[src/rtl/core_pkg.sv]
// Shared RV32I constants for the core: major opcodes, sequencer state
// encodings and trap cause codes. Decoder, datapath and sequencer all import this.
package core_pkg;

    localparam logic [6:0] OP_LUI      = 7'b0110111;
    localparam logic [6:0] OP_AUIPC    = 7'b0010111;
    localparam logic [6:0] OP_JAL      = 7'b1101111;
    localparam logic [6:0] OP_JALR     = 7'b1100111;
    localparam logic [6:0] OP_BRANCH   = 7'b1100011;
    localparam logic [6:0] OP_LOAD     = 7'b0000011;
    localparam logic [6:0] OP_STORE    = 7'b0100011;
    localparam logic [6:0] OP_IMM      = 7'b0010011;
    localparam logic [6:0] OP_OP       = 7'b0110011;
    localparam logic [6:0] OP_MISC_MEM = 7'b0001111;
    localparam logic [6:0] OP_SYSTEM   = 7'b1110011;

    typedef enum logic [2:0] {
        ST_IDLE      = 3'd0,
        ST_FETCH     = 3'd1,
        ST_DECODE    = 3'd2,
        ST_EXECUTE   = 3'd3,
        ST_MEM       = 3'd4,
        ST_WRITEBACK = 3'd5,
        ST_HALT      = 3'd6,
        ST_TRAP      = 3'd7
    } state_t;

    typedef enum logic [1:0] {
        CAUSE_ILLEGAL       = 2'd0,
        CAUSE_SYSTEM        = 2'd1,
        CAUSE_DATA_TIMEOUT  = 2'd2,
        CAUSE_FETCH_TIMEOUT = 2'd3
    } trap_cause_t;

    // SYSTEM is deliberately excluded: it is trapped separately with its own cause.
    function automatic logic is_rv32i_opcode(input logic [6:0] op);
        return op inside {OP_LUI, OP_AUIPC, OP_JAL, OP_JALR, OP_BRANCH,
                          OP_LOAD, OP_STORE, OP_IMM, OP_OP, OP_MISC_MEM};
    endfunction

    function automatic logic is_mem_opcode(input logic [6:0] op);
        return (op == OP_LOAD) || (op == OP_STORE);
    endfunction

    function automatic logic writes_rd(input logic [6:0] op);
        return !(op inside {OP_STORE, OP_BRANCH, OP_MISC_MEM});
    endfunction

endpackage

[src/rtl/core_sequencer_if.sv]
// Instruction and data memory handshake bundle between the sequencer (master)
// and the memory subsystem (slave).
interface core_sequencer_if;

    // A request is held high for the whole waiting state; the transfer completes
    // on the rising edge where ready is sampled high. Ready is ignored whenever
    // the matching request is low, and req never depends combinationally on ready.
    logic        imem_req;
    logic        imem_ready;
    logic [31:0] imem_rdata;
    logic        dmem_req;
    logic        dmem_we;
    logic        dmem_ready;

    modport master (
        output imem_req,
        input  imem_ready,
        input  imem_rdata,
        output dmem_req,
        output dmem_we,
        input  dmem_ready
    );

    modport slave (
        input  imem_req,
        output imem_ready,
        output imem_rdata,
        input  dmem_req,
        input  dmem_we,
        output dmem_ready
    );

endinterface

[src/rtl/bus_timeout_counter.sv]
// Wait-cycle counter shared by the fetch and data-access states. Expires in the
// cycle the count would reach TIMEOUT_CYCLES while still enabled; 0 disables it.
module bus_timeout_counter #(
    parameter int unsigned TIMEOUT_CYCLES = 255
) (
    input  logic clk,
    input  logic rst,
    input  logic clear,
    input  logic count_en,
    output logic expired
);

    localparam int unsigned CW = (TIMEOUT_CYCLES > 1) ? $clog2(TIMEOUT_CYCLES) : 1;
    localparam logic [CW-1:0] LAST = CW'((TIMEOUT_CYCLES == 0) ? 0 : TIMEOUT_CYCLES - 1);

    logic [CW-1:0] count;

    always_ff @(posedge clk or posedge rst) begin
        if (rst) begin
            count <= '0;
        end else if (clear) begin
            count <= '0;
        end else if (count_en && (count != LAST)) begin
            count <= count + 1'b1;
        end
    end

    // A ready in the expiring cycle drops count_en, so ready always wins.
    assign expired = (TIMEOUT_CYCLES != 0) && count_en && (count == LAST);

endmodule

[src/rtl/core_sequencer.sv]
// Multicycle control FSM for the RV32I core: fetch, decode check, execute,
// memory access and writeback, with halt support and a sticky trap.
module core_sequencer
    import core_pkg::*;
#(
    parameter int unsigned TIMEOUT_CYCLES = 255
) (
    input  logic                    clk,
    input  logic                    rst,
    core_sequencer_if.master        bus,
    output logic [31:0]             instruction,
    input  logic                    instruction_invalid,
    input  logic [6:0]              opcode,
    input  logic                    branch_taken,
    output logic                    rf_we,
    output logic                    pc_we,
    output logic                    pc_sel,
    input  logic                    halt_req,
    output logic                    halted,
    output logic                    trap,
    output logic [1:0]              trap_cause,
    output logic [31:0]             retire_count,
    output logic [2:0]              state
);

    state_t      state_q, state_d;
    trap_cause_t cause_q, cause_d;
    logic        cause_load;
    logic [6:0]  op_q;
    logic [31:0] instruction_q;
    logic [31:0] retire_q;
    logic        waiting;
    logic        ready_now;
    logic        tmo_clear;
    logic        tmo_count_en;
    logic        tmo_expired;

    assign waiting      = (state_q == ST_FETCH) || (state_q == ST_MEM);
    assign ready_now    = (state_q == ST_FETCH) ? bus.imem_ready : bus.dmem_ready;
    assign tmo_clear    = !waiting;
    assign tmo_count_en = waiting && !ready_now;

    bus_timeout_counter #(
        .TIMEOUT_CYCLES(TIMEOUT_CYCLES)
    ) u_timeout (
        .clk     (clk),
        .rst     (rst),
        .clear   (tmo_clear),
        .count_en(tmo_count_en),
        .expired (tmo_expired)
    );

    always_ff @(posedge clk or posedge rst) begin
        if (rst) begin
            state_q <= ST_IDLE;
        end else begin
            state_q <= state_d;
        end
    end

    always_comb begin
        state_d    = state_q;
        cause_d    = CAUSE_ILLEGAL;
        cause_load = 1'b0;
        case (state_q)
            ST_IDLE: state_d = ST_FETCH;
            ST_FETCH: begin
                if (bus.imem_ready) begin
                    state_d = ST_DECODE;
                end else if (tmo_expired) begin
                    state_d    = ST_TRAP;
                    cause_d    = CAUSE_FETCH_TIMEOUT;
                    cause_load = 1'b1;
                end
            end
            ST_DECODE: begin
                if (instruction_invalid) begin
                    state_d    = ST_TRAP;
                    cause_d    = CAUSE_ILLEGAL;
                    cause_load = 1'b1;
                end else if (opcode == OP_SYSTEM) begin
                    state_d    = ST_TRAP;
                    cause_d    = CAUSE_SYSTEM;
                    cause_load = 1'b1;
                end else if (!is_rv32i_opcode(opcode)) begin
                    state_d    = ST_TRAP;
                    cause_d    = CAUSE_ILLEGAL;
                    cause_load = 1'b1;
                end else begin
                    state_d = ST_EXECUTE;
                end
            end
            ST_EXECUTE: state_d = is_mem_opcode(op_q) ? ST_MEM : ST_WRITEBACK;
            ST_MEM: begin
                if (bus.dmem_ready) begin
                    state_d = ST_WRITEBACK;
                end else if (tmo_expired) begin
                    state_d    = ST_TRAP;
                    cause_d    = CAUSE_DATA_TIMEOUT;
                    cause_load = 1'b1;
                end
            end
            ST_WRITEBACK: state_d = halt_req ? ST_HALT : ST_FETCH;
            ST_HALT:      state_d = halt_req ? ST_HALT : ST_FETCH;
            ST_TRAP:      state_d = ST_TRAP;
            default:      state_d = ST_IDLE;
        endcase
    end

    // Moore outputs: only the state, the opcode latched in DECODE and
    // branch_taken (in WRITEBACK) reach the control outputs.
    always_comb begin
        bus.imem_req = 1'b0;
        bus.dmem_req = 1'b0;
        bus.dmem_we  = 1'b0;
        rf_we        = 1'b0;
        pc_we        = 1'b0;
        pc_sel       = 1'b0;
        halted       = 1'b0;
        trap         = 1'b0;
        case (state_q)
            ST_FETCH: bus.imem_req = 1'b1;
            ST_MEM: begin
                bus.dmem_req = 1'b1;
                bus.dmem_we  = (op_q == OP_STORE);
            end
            ST_WRITEBACK: begin
                pc_we = 1'b1;
                rf_we = writes_rd(op_q);
                case (op_q)
                    OP_JAL, OP_JALR: pc_sel = 1'b1;
                    OP_BRANCH:       pc_sel = branch_taken;
                    default:         pc_sel = 1'b0;
                endcase
            end
            ST_HALT: halted = 1'b1;
            ST_TRAP: trap   = 1'b1;
            default: ;
        endcase
    end

    always_ff @(posedge clk or posedge rst) begin
        if (rst) begin
            instruction_q <= '0;
            op_q          <= '0;
            cause_q       <= CAUSE_ILLEGAL;
            retire_q      <= '0;
        end else begin
            if ((state_q == ST_FETCH) && bus.imem_ready) begin
                instruction_q <= bus.imem_rdata;
            end
            if (state_q == ST_DECODE) begin
                op_q <= opcode;
            end
            if (cause_load) begin
                cause_q <= cause_d;
            end
            if (state_q == ST_WRITEBACK) begin
                retire_q <= retire_q + 32'd1;
            end
        end
    end

    assign instruction  = instruction_q;
    assign trap_cause   = cause_q;
    assign retire_count = retire_q;
    assign state        = state_q;

endmodule

[src/flat_wrapper.sv]
// flat-port wrapper written by rule: the top's interface ports become plain ports
module core_sequencer_flat import core_pkg::*;
#(
    parameter int unsigned TIMEOUT_CYCLES = 255
)
  (clk, rst, instruction, instruction_invalid, opcode, branch_taken, rf_we, pc_we, pc_sel, halt_req, halted, trap, trap_cause, retire_count, state, bus_imem_req, bus_imem_ready, bus_imem_rdata, bus_dmem_req, bus_dmem_we, bus_dmem_ready);
  core_sequencer_if bus_i ();
  input  logic clk;
  input  logic rst;
  output logic [31:0] instruction;
  input  logic instruction_invalid;
  input  logic [6:0] opcode;
  input  logic branch_taken;
  output logic rf_we;
  output logic pc_we;
  output logic pc_sel;
  input  logic halt_req;
  output logic halted;
  output logic trap;
  output logic [1:0] trap_cause;
  output logic [31:0] retire_count;
  output logic [2:0] state;
  output wire logic [$bits(bus_i.imem_req)-1:0] bus_imem_req;
  input wire logic [$bits(bus_i.imem_ready)-1:0] bus_imem_ready;
  input wire logic [$bits(bus_i.imem_rdata)-1:0] bus_imem_rdata;
  output wire logic [$bits(bus_i.dmem_req)-1:0] bus_dmem_req;
  output wire logic [$bits(bus_i.dmem_we)-1:0] bus_dmem_we;
  input wire logic [$bits(bus_i.dmem_ready)-1:0] bus_dmem_ready;
  assign bus_imem_req = bus_i.imem_req;
  assign bus_i.imem_ready = bus_imem_ready;
  assign bus_i.imem_rdata = bus_imem_rdata;
  assign bus_dmem_req = bus_i.dmem_req;
  assign bus_dmem_we = bus_i.dmem_we;
  assign bus_i.dmem_ready = bus_dmem_ready;
  core_sequencer #(.TIMEOUT_CYCLES(TIMEOUT_CYCLES)) u_core (.clk(clk), .rst(rst), .bus(bus_i), .instruction(instruction), .instruction_invalid(instruction_invalid), .opcode(opcode), .branch_taken(branch_taken), .rf_we(rf_we), .pc_we(pc_we), .pc_sel(pc_sel), .halt_req(halt_req), .halted(halted), .trap(trap), .trap_cause(trap_cause), .retire_count(retire_count), .state(state));
endmodule
[config.mk]
export PLATFORM = sky130hd
export DESIGN_NAME = core_sequencer_flat
export DESIGN_NICKNAME = d
export VERILOG_FILES = /design/src/rtl/core_pkg.sv /design/src/rtl/core_sequencer_if.sv /design/src/rtl/bus_timeout_counter.sv /design/src/rtl/core_sequencer.sv /design/src/flat_wrapper.sv
export SDC_FILE = /design/constraint.sdc
export NUM_CORES = 1
export LEC_CHECK = 0
export CORE_ASPECT_RATIO = 1.2
export CORE_MARGIN = 1.5
export CORE_UTILIZATION = 46
export DETAILED_ROUTE_END_ITERATION = 8
export PLACE_DENSITY = 0.8
export SETUP_SLACK_MARGIN = 0.05
export SLEW_MARGIN = 10
export SYNTH_ARGS = -nofsm -noshare
export SYNTH_HDL_FRONTEND = slang
export SYNTH_SLANG_ARGS = --single-unit
[constraint.sdc]
create_clock -name clk -period 3.5 [get_ports clk]
set_clock_uncertainty 0.1 [all_clocks]
set_input_delay 0.7 -clock clk [delete_from_list [all_inputs] [get_ports clk]]
set_output_delay 0.7 -clock clk [all_outputs]
set_load 0.02 [all_outputs]
==> impl_metrics.ini <==
[clock_tree]
cts_buffers = 9
cts.clk_slew.worst_paths_ps = 90
cts_resized = 0
clk_latency_ps = 350
post_cts_buffers = 0
cts_tree = yes
cts_hold_buf = 0
clock_path_buffers = 2
numClockSinks = 84
cts-root-buf = clkbuf_8
ctsHtreeMaxLevel = 3

[global_route]
use_met2_pct = 31.61
grt_overflow = 0
grt_usage_pct = 19.25
grt_use_met1_pct = 24.33
busiest_layer = met2
grt_max_degree = 53
antenna_found_initial = 0
grt_pass1_vias = 2793
met3_usage_pct = 5.079
grt_pass1_wl_mm = 13.30

[layout]
final_cell_mix = 122 x clkdlybuf4s50_1, 84 x dfrtp_1, 36 x mux2_2, 27 x nand2_1, 23 x xnor2_1
antenna_cells = 0
layout-drive-gt1-share_pct = 14.47
layout_commonest_cell = clkdlybuf4s50_1
stdcell_area_sq_um = 5439
layout.nets = 500
areaGrowthSynthToFinish_pct = 40.73
nFillCells = 643

[setup_path]
critPathRequiredTime_ps = 2700
end_kind = output pin
cp_max_fo = 18
path_class = reg2out
crit_arrival_ps = 2270
critPathLaunchType = flip-flop

[flow_run]
drv_cap = 0

[synth]
synth-edff-count = 0
syn_area_sq_um = 3865
yosys.area.top_type = dfrtp_1
synth.avg_cell_area_sq_um = 11.82
syn_inst = 327
synth-seq-cells = 84
yosysSeqAreaShare_pct = 54.39
synth_nets = 376
synth_warnings = 0
synth_top_area_share_pct = 54.39
synth_cell_type_count = 50
synthTopCellsByArea = dfrtp_1 54%, mux2_2 10%, xnor2_1 5.2%
async_reset_ff_share_pct = 100.0
synth_ff_type = dfrtp_1

[sta]
max_freq_mhz = 326.0
worst_pin_slew_ps = 714.5
fin_crit_sh_pct = 87.65
rsz0062_at_grt = false
hold_violations = 0
setup_viol = 0
timing.hold.ws_ps = 382.3
drv_slew = 0
setup_total_negative_slack_ps = 0
min_period_ps = 3068
slew_headroom_pct = 52.16

[route]
remaining_drc_errors = 0
drt_iter0_drc = 76
vias = 2951
wl_mm = 8.175
ant_nets = 0
avgRoutedWirePerCell_um = 14.34
drt-vias-per-instance = 5.177
first_pass_iters = 4

[floorplanning]
ios = 123
die_area_sq_um = 8963
initial_utilization_pct = 47.41
die_h_um = 103.4
die_w_um = 86.68
num_rows = 36
core_area_sq_um = 8153

[power_and_ir_drop]
power_frac_comb_pct = 40.5
swShare_pct = 34.34
max-vdd-ir-drop_v = 0.0005035
switching_power_mw = 1.340
clockPowerShare_pct = 21.0
p_int_mw = 2.561
power_density_nw_per_um2 = 717.2
power.leakage_nw = 2.300
pwr-share-seq_pct = 38.5
power.total_mw = 3.901

[placed_design]
hpwl_mm = 6.022
place_congestion = 0.7780
io_buffers = 122
placed_area_sq_um = 5201

[worst_hold_path]
hold_path.class = reg2reg

[run_status]
status = finished, final reports clean
==> cell usage after synthesis (4+ instances only) <==
cell type  count
nand3_1       17
inv_1          5
and2_1         5
dfrtp_1       84
mux2_2        36
nand4_1       11
and4_1         5
nand2b_1       4
o21ai_0        9
nor3_1         4
xnor2_1       23
a21oi_1        8
clkbuf_1       4
nor2_1        21
xor2_1        14
nand2_1       27
==> cell type report <==
cell class / instances / area, sq um / share of cell area [%]
tap: 114 / 142.6 / 2.623
timing repair buffer: 124 / 1249 / 22.96
sequential: 84 / 2102 / 38.65
clock buffer: 9 / 123.9 / 2.277
clock inverter: 7 / 113.9 / 2.093
inverter: 6 / 23.77 / 0.4371
multi-input combinational: 226 / 1684 / 30.96
==> metal layers <==
metal / wire (um) / up-vias
met2: 4015 / 100
met1: 3526 / 1442
met5: 0 / -
met3: 477 / 14
met4: 155 / 0
li1: - / 1395
==> power groups by stage <==
stage / sequential, mW / clock (mW) / combinational, mW
finish: 1.50 / 0.818 / 1.58
detailed placement: 1.53 / 0 / 1.59
floorplan: 1.73 / 0 / 0.672
global route: 1.55 / 0.886 / 1.70
CTS: 1.51 / 0.842 / 1.60
global placement: 1.51 / 0 / 1.56
==> critical path, stage by stage (launching register included) <==
cell,delay [ps]
dfrtp_1,710
nand3b_4,210
nor4_1,340
clkdlybuf4s50_1,660
==> kinds of logic (layout without fill, tap and decap cells) <==
logic type	after synthesis	after routing	synth area share, %
muxes	40	40	11.62
DFF	84	84	54.39
adders and majority gates	3	3	0.9713
AOI/OAI and AO/OA	25	25	3.950
buffers and inverters	17	146	2.039
and+or+nand+nor	121	121	18.65
xor gates and xnor gates	37	37	8.385
==> final timing paths <==
| path | start | to | slack, ps | cells after the start |
|---|---|---|---|---|
| min in group asynchronous | rst | u_core.op_q[4] | 640 | 2 |
| worst max-delay path | u_core.state[0] | pc_sel | 430 | 3 |
| worst min-delay path | u_core.retire_count[31] | u_core.retire_count[31] | 380 | 1 |
| max in group asynchronous | rst | u_core.retire_count[14] | 2010 | 3 |
| worst max register to register | u_core.state[0] | u_core.retire_count[26] | 1190 | 6 |
| worst min register to register | u_core.retire_count[31] | u_core.retire_count[31] | 380 | 1 |
==> metrics by stage <==
stage / instances / setup WS [ps] / utilization, %
after floorplan: 327 / 534.9 / -
after global routing: 570 / 250.0 / 66.71
after CTS: 570 / 398.5 / 66.71
final: 570 / 432.4 / 66.71
after detailed placement: 554 / 565.5 / 63.80
after global placement: 554 / 613.3 / 63.80
==> state kept, by name, indices dropped and copies added, names as in the netlist <==
signal and flops:
u_core.u_timeout.count 8, u_core.instruction 32, u_core.retire_count 32, u_core.state 3, u_core.trap_cause 2, u_core.op_q 7
No activity file was read; power rests on OpenSTA's default activity.
